--- src/rtl/alignment_collector_pkg.sv ---
// Shared sizing defaults, symbol encoding and width helpers
// for the multi-channel alignment collector.
package alignment_collector_pkg;

  localparam int ALN_NUM_CH   = 4;
  localparam int ALN_BP_WIDTH = 2;
  localparam int ALN_PACK     = 16;
  localparam int ALN_DEPTH    = 4;

  localparam logic [1:0] SYM_MATCH    = 2'd0;
  localparam logic [1:0] SYM_INS      = 2'd1;
  localparam logic [1:0] SYM_DEL      = 2'd2;
  localparam logic [1:0] SYM_MISMATCH = 2'd3;

  function automatic int ch_w(input int n);
    return (n > 1) ? $clog2(n) : 1;
  endfunction

  function automatic int cnt_w(input int p);
    return $clog2(p + 1);
  endfunction

endpackage

--- src/rtl/alignment_collector_pack_fifo.sv ---
// Per-channel symbol packer feeding a small word FIFO
// with engine hold and sticky overflow flag.
module aln_pack_fifo
  import alignment_collector_pkg::*;
#(
  parameter int BP_WIDTH = ALN_BP_WIDTH,
  parameter int PACK     = ALN_PACK,
  parameter int DEPTH    = ALN_DEPTH,
  parameter int CNT_W    = cnt_w(ALN_PACK),
  parameter int WW       = 1 + CNT_W + PACK * BP_WIDTH
) (
  input  logic                clk,
  input  logic                reset_i,
  input  logic [BP_WIDTH-1:0] bp_i,
  input  logic                valid_i,
  input  logic                done_i,
  input  logic                err_clr_i,
  input  logic                pop_i,
  output logic                avail_o,
  output logic [WW-1:0]       word_o,
  output logic                hold_o,
  output logic                err_o
);

  localparam int DW = PACK * BP_WIDTH;
  localparam int PW = $clog2(DEPTH);
  localparam int OW = $clog2(DEPTH + 1);
  localparam logic [CNT_W-1:0] PC_LAST  = CNT_W'(PACK - 1);
  localparam logic [OW-1:0]    OCC_FULL = OW'(DEPTH);

  logic [DW-1:0]    data_q, data_d, ins;
  logic [CNT_W-1:0] pc_q, pc_d;
  logic             lastp_q, lastp_d;
  logic             err_q, err_d;
  logic             hold_q;
  logic [OW-1:0]    occ_q, occ_d;
  logic [PW-1:0]    wp_q, rp_q;
  logic [WW-1:0]    mem [DEPTH];
  logic             push, pop, bypass;
  logic [WW-1:0]    push_word;

  always_comb begin
    data_d    = data_q;
    pc_d      = pc_q;
    lastp_d   = lastp_q;
    push      = 1'b0;
    push_word = '0;
    ins       = data_q;
    ins[int'(pc_q)*BP_WIDTH +: BP_WIDTH] = bp_i;
    if (!hold_q && valid_i) begin
      if (pc_q == PC_LAST || done_i) begin
        push      = 1'b1;
        push_word = {(pc_q == PC_LAST) ? done_i : 1'b1,
                     pc_q + CNT_W'(1), ins};
        data_d    = '0;
        pc_d      = '0;
      end else begin
        data_d = ins;
        pc_d   = pc_q + CNT_W'(1);
      end
    end else if (!hold_q && done_i) begin
      // a bare done right after a closing word is redundant
      if (pc_q != '0 || !lastp_q) begin
        push      = 1'b1;
        push_word = {1'b1, pc_q, data_q};
        data_d    = '0;
        pc_d      = '0;
      end
    end
    if (push) lastp_d = push_word[WW-1];
  end

  always_comb begin
    err_d = err_q;
    if (err_clr_i) err_d = 1'b0;
    if (hold_q && (valid_i || done_i)) err_d = 1'b1;
  end

  // an empty FIFO passes the incoming word straight to the arbiter
  assign avail_o = (occ_q != '0) || push;
  assign word_o  = (occ_q != '0) ? mem[rp_q] : push_word;
  assign pop     = pop_i && avail_o;
  assign bypass  = pop && (occ_q == '0);
  assign occ_d   = occ_q + OW'(push) - OW'(pop);
  assign hold_o  = hold_q;
  assign err_o   = err_q;

  always_ff @(posedge clk or negedge reset_i) begin
    if (!reset_i) begin
      data_q  <= '0;
      pc_q    <= '0;
      lastp_q <= 1'b0;
      err_q   <= 1'b0;
      hold_q  <= 1'b0;
      occ_q   <= '0;
      wp_q    <= '0;
      rp_q    <= '0;
    end else begin
      data_q  <= data_d;
      pc_q    <= pc_d;
      lastp_q <= lastp_d;
      err_q   <= err_d;
      occ_q   <= occ_d;
      hold_q  <= (occ_d == OCC_FULL);
      if (push && !bypass) wp_q <= wp_q + PW'(1);
      if (pop && !bypass) rp_q <= rp_q + PW'(1);
    end
  end

  always_ff @(posedge clk) begin
    if (push && !bypass) mem[wp_q] <= push_word;
  end

endmodule

--- src/rtl/alignment_collector.sv ---
// Multi-channel alignment result collector: per-channel packers,
// round-robin arbitration onto a single valid/ready output.
module alignment_collector
  import alignment_collector_pkg::*;
#(
  parameter int NUM_CH   = ALN_NUM_CH,
  parameter int BP_WIDTH = ALN_BP_WIDTH,
  parameter int PACK     = ALN_PACK,
  parameter int DEPTH    = ALN_DEPTH,
  parameter int CH_W     = ch_w(ALN_NUM_CH),
  parameter int CNT_W    = cnt_w(ALN_PACK)
) (
  input  logic                       clk,
  input  logic                       reset_i,
  input  logic [NUM_CH*BP_WIDTH-1:0] aln_bp_i,
  input  logic [NUM_CH-1:0]          aln_valid_i,
  input  logic [NUM_CH-1:0]          aln_done_i,
  output logic [NUM_CH-1:0]          hold_o,
  output logic [NUM_CH-1:0]          err_o,
  input  logic                       err_clr_i,
  output logic [PACK*BP_WIDTH-1:0]   out_data_o,
  output logic [CNT_W-1:0]           out_cnt_o,
  output logic [CH_W-1:0]            out_ch_o,
  output logic                       out_last_o,
  output logic                       out_valid_o,
  input  logic                       out_ready_i
);

  localparam int DW = PACK * BP_WIDTH;
  localparam int WW = 1 + CNT_W + DW;

  logic [NUM_CH-1:0] avail, pop;
  logic [WW-1:0]     word [NUM_CH];

  for (genvar c = 0; c < NUM_CH; c++) begin : g_ch
    aln_pack_fifo #(
      .BP_WIDTH (BP_WIDTH),
      .PACK     (PACK),
      .DEPTH    (DEPTH),
      .CNT_W    (CNT_W),
      .WW       (WW)
    ) u_pf (
      .clk       (clk),
      .reset_i   (reset_i),
      .bp_i      (aln_bp_i[c*BP_WIDTH +: BP_WIDTH]),
      .valid_i   (aln_valid_i[c]),
      .done_i    (aln_done_i[c]),
      .err_clr_i (err_clr_i),
      .pop_i     (pop[c]),
      .avail_o   (avail[c]),
      .word_o    (word[c]),
      .hold_o    (hold_o[c]),
      .err_o     (err_o[c])
    );
  end

  logic            out_valid_q, out_last_q;
  logic [DW-1:0]   out_data_q;
  logic [CNT_W-1:0] out_cnt_q;
  logic [CH_W-1:0] out_ch_q, rr_q, rr_d, sel;
  logic            take, load, found;

  assign take = out_valid_q && out_ready_i;
  assign load = !out_valid_q || out_ready_i;

  always_comb begin
    int base;
    int idx;
    base  = take ? (int'(out_ch_q) + 1) % NUM_CH : int'(rr_q);
    idx   = 0;
    found = 1'b0;
    sel   = '0;
    pop   = '0;
    for (int k = 0; k < NUM_CH; k++) begin
      idx = (base + k) % NUM_CH;
      if (!found && avail[idx]) begin
        found = 1'b1;
        sel   = CH_W'(idx);
      end
    end
    if (load && found) pop[sel] = 1'b1;
    rr_d = CH_W'(base);
  end

  always_ff @(posedge clk or negedge reset_i) begin
    if (!reset_i) begin
      rr_q        <= '0;
      out_valid_q <= 1'b0;
      out_last_q  <= 1'b0;
      out_cnt_q   <= '0;
      out_data_q  <= '0;
      out_ch_q    <= '0;
    end else begin
      rr_q <= rr_d;
      if (load) begin
        out_valid_q <= found;
        if (found) begin
          {out_last_q, out_cnt_q, out_data_q} <= word[sel];
          out_ch_q <= sel;
        end
      end
    end
  end

  assign out_valid_o = out_valid_q;
  assign out_last_o  = out_last_q;
  assign out_cnt_o   = out_cnt_q;
  assign out_data_o  = out_data_q;
  assign out_ch_o    = out_ch_q;

endmodule

--- config.mk ---
export PLATFORM = sky130hd
export DESIGN_NAME = alignment_collector
export DESIGN_NICKNAME = d
export VERILOG_FILES = /design/src/rtl/alignment_collector_pkg.sv /design/src/rtl/alignment_collector_pack_fifo.sv /design/src/rtl/alignment_collector.sv
export SDC_FILE = /design/constraint.sdc
export NUM_CORES = 1
export LEC_CHECK = 0
export CORE_ASPECT_RATIO = 1.2
export CORE_MARGIN = 2
export CORE_UTILIZATION = 58
export DETAILED_ROUTE_END_ITERATION = 16
export GPL_TIMING_DRIVEN = 0
export PLACE_DENSITY = 0.72
export SYNTH_ARGS = -nofsm -noshare
export SYNTH_HDL_FRONTEND = slang
export SYNTH_HIERARCHICAL = 1
export SYNTH_SLANG_ARGS = --single-unit
export TNS_END_PERCENT = 50
--- constraint.sdc ---
create_clock -name clk -period 6.3 [get_ports clk]
set_input_delay 1.26 -clock clk [delete_from_list [all_inputs] [get_ports clk]]
set_output_delay 1.26 -clock clk [all_outputs]
set_load 0.005 [all_outputs]
# Word-level counts from Yosys, hierarchy flattened
# Memories as Yosys holds them, arrays and structs flattened.
# Index checks and enable logic that the tools add are counted.
[totals] regBits=231 mem_bits_rw=608 in_bits=20 output_inout_bits=49 word_cells=316 memories=4
[memory_table] memory="g_ch[0].u_pf.mem" depth=4 word_bits=38 read_ports=1 rd_ports_with_merged_regs=0 write_ports=1 line_no="alignment_collector_pack_fifo.sv:38" text="logic [WW-1:0] mem [DEPTH];"
[memory_table] memory="g_ch[1].u_pf.mem" depth=4 word_bits=38 read_ports=1 rd_ports_with_merged_regs=0 write_ports=1 line_no="alignment_collector_pack_fifo.sv:38"
[memory_table] memory="g_ch[2].u_pf.mem" depth=4 word_bits=38 read_ports=1 rd_ports_with_merged_regs=0 write_ports=1 line_no="alignment_collector_pack_fifo.sv:38"
[memory_table] memory="g_ch[3].u_pf.mem" depth=4 word_bits=38 read_ports=1 rd_ports_with_merged_regs=0 write_ports=1 line_no="alignment_collector_pack_fifo.sv:38"
[op_classes] addsub=28 order_cmp=7 eq_ne=8 n_shift=8 muxes=116 bitwise=6 reduce_logical=101
[op_table] operator="$mux 38" count=22
[op_table] operator="$mux 32" count=17
[op_table] operator="$neg 6->33" count=4
[op_table] operator="$shift 2x33->32 const A" count=4
[op_table] operator="$shiftx 2x33->32" count=4
[op_table] operator="$bwmux 32" count=4
[op_table] operator="$mux 5" count=16
[op_table] operator="$bmux 38 s2" count=1
[op_table] operator="$add 32x3->32 const B" count=2
[op_table] operator="$mux 1" count=46
[op_table] operator="$logic_and 1x1->1" count=34
[op_table] operator="$add 32x2->32 const B" count=1
[op_table] operator="$reduce_bool 2->1" count=12
[op_table] operator="$add 5x1->5 const B" count=4
[op_table] operator="$eq 5x4->1 const B" count=4
[op_table] operator="$reduce_bool 5->1" count=4
[op_table] operator="$add 2x1->2 const B" count=9
[op_table] operator="$logic_or 1x1->1" count=17
[op_table] operator="$logic_not 1->1" count=16
[op_table] operator="$lt 3x4->1 const B" count=4
[op_table] operator="$add 3x1->3" count=4
[op_table] operator="$eq 3x3->1 const B" count=4
[op_table] operator="$logic_not 3->1" count=4
[op_table] operator="$reduce_bool 3->1" count=4
[op_table] operator="13 further kinds" count=33

# Longest topological paths before layout
[logic_depth] depth_word=30 mapped_depth=29 depth_no_buf=23

# Hierarchy
# Netlist, hierarchy kept.
[by_module_without_submodules] mod="aln_pack_fifo (g_ch[1].u_pf)" instances=1 cells_each=687 area_per_inst_um2=9429.0 seq_area_each_um2=5740.5
[by_module_without_submodules] mod="aln_pack_fifo (g_ch[2].u_pf)" instances=1 cells_each=677 area_per_inst_um2=9367.7 seq_area_each_um2=5740.5
[by_module_without_submodules] mod="aln_pack_fifo (g_ch[0].u_pf)" instances=1 cells_each=679 area_per_inst_um2=9344.0 seq_area_each_um2=5740.5
[by_module_without_submodules] mod="aln_pack_fifo (g_ch[3].u_pf)" instances=1 cells_each=634 area_per_inst_um2=9336.5 seq_area_each_um2=5740.5
[by_module_without_submodules] mod="alignment_collector" instances=1 cells_each=273 area_per_inst_um2=2742.6 seq_area_each_um2=1076.0

# Worst setup path before layout
# OpenSTA, ideal clock, no wires.
[synth_path] path_type="register to register" startpoint="reg g_ch[3].u_pf.pc_q[0]" endpoint="mem g_ch[1].u_pf/mem[0][0] (netlist name), enable pin" setup_time_ps=399 arrival_ps=4601 required_ps=5901 slack_ps=1300 path_stages_with_launch=20 n_path_buf=3 period_less_slack_ps=5000 cell_sequence="dfrtp_1 > buf_6 > inv_1 > ha_1 > nand2b_1 > nor2_1 > ha_1 > nand2_1 > nor3b_2 > nor2_1 > nand2_1 > or2_1 > or3_1 > and2_1 > buf_2 > o2111ai_4 > buf_6 > inv_1 > a21oi_1 > and2_1"
[synth_between] elab_chain_len=30 elab_cells_between_ends=48 cone_classes="order compare (2); eq/ne (1); mux (29); reduce/logical (16)"
[synth_rtl] element="start, declared" line_no="alignment_collector_pack_fifo.sv:32" text="logic [CNT_W-1:0] pc_q, pc_d;"
[synth_rtl] element="start signal, assigned" line_no="alignment_collector_pack_fifo.sv:100" text="pc_q <= pc_d;"
[synth_rtl] element="$reduce_bool 5->1" line_no="alignment_collector_pack_fifo.sv:63" text="if (pc_q != '0 || !lastp_q) begin"
[synth_rtl] element="$logic_or 1x1->1" line_no="alignment_collector_pack_fifo.sv:63"
[synth_rtl] element="$mux 1" line_no="alignment_collector_pack_fifo.sv:63"
[synth_rtl] element="$mux 1" line_no="alignment_collector_pack_fifo.sv:61" text="end else if (!hold_q && done_i) begin"
[synth_rtl] element="$mux 1 (*)" line_no="alignment_collector_pack_fifo.sv:50" text="if (!hold_q && valid_i) begin"
[synth_rtl] element="$logic_or 1x1->1 (*)" line_no="alignment_collector_pack_fifo.sv:80" text="assign avail_o = (occ_q != '0) || push;"
[synth_rtl] element="named net avail[3]" line_no="alignment_collector.sv:32" text="logic [NUM_CH-1:0] avail, pop;"
[synth_rtl] element="$bmux 1 s2" line_no="alignment_collector.sv:76" text="if (!found && avail[idx]) begin"
[synth_rtl] element="[... 16 more ...]"
[synth_rtl] element="$mux 4 (*)" line_no="alignment_collector.sv:81" text="if (load && found) pop[sel] = 1'b1;"
[synth_rtl] element="named net pop[1]" line_no="alignment_collector.sv:32"
[synth_rtl] element="$logic_and 1x1->1 (*)" line_no="alignment_collector_pack_fifo.sv:82" text="assign pop = pop_i && avail_o;"
[synth_rtl] element="$logic_and 1x1->1 (*)" line_no="alignment_collector_pack_fifo.sv:83" text="assign bypass = pop && (occ_q == '0);"
[synth_rtl] element="$logic_not 1->1 (*)" line_no="alignment_collector_pack_fifo.sv:111" text="if (push && !bypass) mem[wp_q] <= push_word;"
[synth_rtl] element="$logic_and 1x1->1 (*)" line_no="alignment_collector_pack_fifo.sv:111"
[synth_rtl] element="$mux 1 (*)" line_no="alignment_collector_pack_fifo.sv:111"
[synth_rtl] element="$mux 1 (not written as such) (*)" line_no="alignment_collector_pack_fifo.sv:111"
[synth_rtl] element="end, declared" line_no="alignment_collector_pack_fifo.sv:38"
# Mark *: on every way through the listed nets, which the timed path passes. The rest lies on a longest branch. The select of a mux whose other input is x is not followed.

# Worst setup path in the final report
[layout_path] startpoint="reg g_ch[3].u_pf.pc_q[0]" endpoint="reg g_ch[2].u_pf.hold_q"
[layout_between] elab_chain_len=27 elab_cells_between_ends=45 cone_classes="add/sub (1); order compare (2); eq/ne (2); mux (27); reduce/logical (13)"
[layout_rtl] element="$reduce_bool 5->1" line_no="alignment_collector_pack_fifo.sv:63"
[layout_rtl] element="$logic_or 1x1->1" line_no="alignment_collector_pack_fifo.sv:63"
[layout_rtl] element="$mux 1" line_no="alignment_collector_pack_fifo.sv:63"
[layout_rtl] element="$mux 1" line_no="alignment_collector_pack_fifo.sv:61"
[layout_rtl] element="$mux 1 (*)" line_no="alignment_collector_pack_fifo.sv:50"
[layout_rtl] element="$logic_or 1x1->1 (*)" line_no="alignment_collector_pack_fifo.sv:80"
[layout_rtl] element="named net avail[3]" line_no="alignment_collector.sv:32"
[layout_rtl] element="$bmux 1 s2" line_no="alignment_collector.sv:76"
[layout_rtl] element="[... 14 more ...]"
[layout_rtl] element="$mux 1 (not written as such)" line_no="alignment_collector.sv:81"
[layout_rtl] element="$demux 1 s2" line_no="alignment_collector.sv:81"
[layout_rtl] element="$mux 4 (*)" line_no="alignment_collector.sv:81"
[layout_rtl] element="named net pop[2]" line_no="alignment_collector.sv:32"
[layout_rtl] element="$logic_and 1x1->1 (*)" line_no="alignment_collector_pack_fifo.sv:82"
[layout_rtl] element="$sub 3x1->3 (*)" line_no="alignment_collector_pack_fifo.sv:84" text="assign occ_d = occ_q + OW'(push) - OW'(pop);"
[layout_rtl] element="named net g_ch[2].u_pf.occ_d[2]" line_no="alignment_collector_pack_fifo.sv:36" text="logic [OW-1:0] occ_q, occ_d;"
[layout_rtl] element="$eq 3x3->1 (*)" line_no="alignment_collector_pack_fifo.sv:104" text="hold_q <= (occ_d == OCC_FULL);"
[layout_rtl] element="end signal, assigned" line_no="alignment_collector_pack_fifo.sv:104"
[layout_rtl] element="end, declared" line_no="alignment_collector_pack_fifo.sv:35" text="logic hold_q;"
# Marked as above.
# A chain may end at the register's enable or synchronous reset.

==> metrics.yaml <==
p_leak_uw: 0.0162
clkLatencyLatePin_ps: 660
n_fill_cell: 4906
switchingPower_uw: 8120
synth_cell_types: 107
ys_top_cells_by_area: "edfxtp_1 (45%), dfrtp_1 (14%), mux4_2 (8.5%)"
drv_cap: 0
synthCells: 2950
vias_per_cell: 6.94
yosysTopAreaCell: "edfxtp_1"
cts_tree: "built"
swShare_pct: 37.8
drive_above_1_share_pct: 17.1
first_global_vias: 28113
dr.pass1.iters: 6
dp_cells: 3945
final_area_um2: 45500
crit_required_ps: 6860
dpl.hpwl_um: 90800
worstPathArrival_ps: 6530
slew_headroom_pct: 10.3
grt_max_degree: 102
hold_violations: 0
p_seq_share_pct: 34.8
track_usage_pct: 35.0
synth_edf_count: 608
synth_flop_cell: "edfxtp_1"
n_antenna_cell: 0
grt_pass1_wl_um: 184000
gr-total-overflow: 0
internal_power_uw: 13300
status: "complete, no violations"
start_util_pct: 58.8
timing.final.crit_period_ps: 5970
syn_area_per_cell_um2: 13.6
ys_ff_latch: 839
worst-setup-path-type: "register to register"
ant_nets: 0
clock_sinks: 839
clockBufferDepth: 3
cp-start-kind: "register"
core_um2: 68400
core.rowCount: 105
path_clk_slew_ps: 70
clkPwrFrac_pct: 25.2
post_drt_wl_per_cell_um: 30.2
routabilityCongestion: 1.03
synth_area_um2: 40200
async_reset_ff_share_pct: 27.5
cpMaxStageDelayCell: "dfrtp_1"
finalCritPeriodShare_pct: 94.8
antenna_found_initial: 4
layout.nets: 3188
finalNonFillerCells: 4101
p_per_area_nw_per_um2: 471
hold_slack_ps: 486
regArea_um2: 24000
dpl-instance-area_um2: 42500
die_w_um: 244
ys_warn_count: 6
wl_um: 124000
seq_area_frac_synth_pct: 59.8
fmax_ghz: 0.167
setup_viol: 0
cts_inserted_buffers: 83
multiInputGateArea_um2: 15100
combPwrFrac_pct: 40.0
die_height_um: 292
syn_to_final_growth_pct: 13.2
die_area_um2: 71500
clock-root-buffer: "clkbuf_16"
htreeDepth: 3
io_buffer_count: 68
syn_nets: 3017
drt_iter0_drc: 3269
ir_drop_uv: 326
critPathMaxStageDelay_ps: 470
synth_top_area_share_pct: 45.4
post-route-drc-count: 0
vias: 28469
hp-class: "register to register"
cts_hold_buf: 0
utilization_pct: 66.5
slew_violations: 0
rsz0062_at_grt: "no"
worst_setup_path_end_kind: "register"
worstPathMaxFanout: 10
io_pins: 69
fin_skew_ps: 37.1
tightest_slew_ps: 1330
==> power by group through the flow <==
stage	Clock, uW	Sequential (uW)	Combinational (uW)
2_1_floorplan	0	7370	5250
3_3_place_gp	0	7550	8120
3_5_place_dp	0	7560	8370
4_1_cts	5460	7460	8430
5_1_grt	5690	7530	9050
6_report	5410	7470	8580
==> layout make-up <==
type | count | area share [%]
multi-input cells | 1850 | 33.2
flip-flops and latches | 839 | 52.8
well taps | 909 | 2.50
clock inverters | 40 | 1.29
inverters | 83 | 0.685
plain buffers | 177 | 1.81
repair buffers | 87 | 2.40
clock buffers | 116 | 5.33
==> cell usage in the layout, fill, tap and decap left out, types with 25 or more instances in the layout <==
master             n
edfxtp_1         608
nand2_1          233
dfrtp_1          231
o21ai_0          175
mux4_2           152
a22o_1           128
clkbuf_1         118
nor2_1           108
clkbuf_16         86
inv_1             80
nor3_1            71
clkdlybuf4s50_1   67
o32ai_1           59
nand3_1           59
a21oi_1           57
mux2_2            57
buf_2             50
and2_1            47
a211oi_1          43
ha_1              42
a32o_1            39
o22ai_1           34
o2bb2ai_1         33
nand4_1           29
xnor2_1           28
a221o_1           25
==> critical path: cells and delay by family, from the launching register on <==
| family | cells | cell delay [ps] |
|---|---|---|
| xor gates and xnor gates | 2 | 360 |
| adders and majority gates | 5 | 1360 |
| and+or+nand+nor | 13 | 2750 |
| DFF | 1 | 470 |
| buffers and inverters | 6 | 910 |
==> metal layers <==
layer  GRT usage, %  wire [um]
met1           47.3      48000
met2           54.7      57500
met3           6.83      11200
met4           17.3       7090
met5              0         54
==> synthesized netlist by cell type, types with 59 or more instances <==
library cell and n:
nand2_1 236, edfxtp_1 608, o21ai_0 175, clkbuf_1 106, dfrtp_1 231, a22o_1 128, nor2_1 109, and2_1 63
inv_1 81, mux4_2 152, nor3_1 72, nand3_1 59, o32ai_1 59
==> final timing paths <==
| path | start | end | slack [ps] | depth (start not counted) |
|---|---|---|---|---|
| max in group asynchronous | reset_i | g_ch[0].u_pf/data_q[31]$_DFFE_PN0P_ | 4730 | 2 |
| worst max register to register | g_ch[3].u_pf/pc_q[0]$_DFFE_PN0P_ | g_ch[2].u_pf/hold_o$_DFF_PN0_ | 330 | 26 |
| min in group asynchronous | reset_i | g_ch[2].u_pf/data_q[11]$_DFFE_PN0P_ | 550 | 1 |
| worst min-delay path | g_ch[0].u_pf/data_q[0]$_DFFE_PN0P_ | g_ch[0].u_pf/data_q[0]$_DFFE_PN0P_ | 490 | 2 |
| worst max-delay path | g_ch[3].u_pf/pc_q[0]$_DFFE_PN0P_ | g_ch[2].u_pf/hold_o$_DFF_PN0_ | 330 | 26 |
| worst min register to register | g_ch[0].u_pf/data_q[0]$_DFFE_PN0P_ | g_ch[0].u_pf/data_q[0]$_DFFE_PN0P_ | 490 | 2 |
==> what timing repair did <==
item                                   CTS  global route
resized for setup                        2            10
endpoints found under the hold margin    0             0
setup buffers                            0             1
setup endpoints to repair                3            26
==> metrics by stage <==
stage / setup TNS (ps) / setup slack (ps) / power [uW]
3_5_place_dp: -3450 / -481 / 15900
5_1_grt: 0 / 26.5 / 22300
2_1_floorplan: 0 / 1300 / 12600
6_report: 0 / 328 / 21500
3_3_place_gp: -2103300 / -6880 / 15700
4_1_cts: 0 / 74.6 / 21300
==> flip-flops by register name, summed over array words and instances (netlist names), 5 cells and up <==
register and flops:
g_ch.u_pf/wp_q 8, g_ch.u_pf/occ_q 12, g_ch.u_pf/rp_q 8, out_data_o 32, g_ch.u_pf/pc_q 20, g_ch.u_pf/mem 608, out_cnt_o 5, g_ch.u_pf/data_q 128
==> logic make-up after synthesis <==
| group | after synthesis | share of synthesized area [%] |
|---|---|---|
| muxes | 215 | 10.3 |
| and+or+nand+nor | 750 | 9.88 |
| AOI/OAI and AO/OA | 805 | 15.0 |
| xor gates and xnor gates | 33 | 0.719 |
| DFF | 839 | 59.8 |
| buffers and inverters | 261 | 2.82 |
| adders and majority gates | 47 | 1.54 |
(Power assumes the default switching activity.)
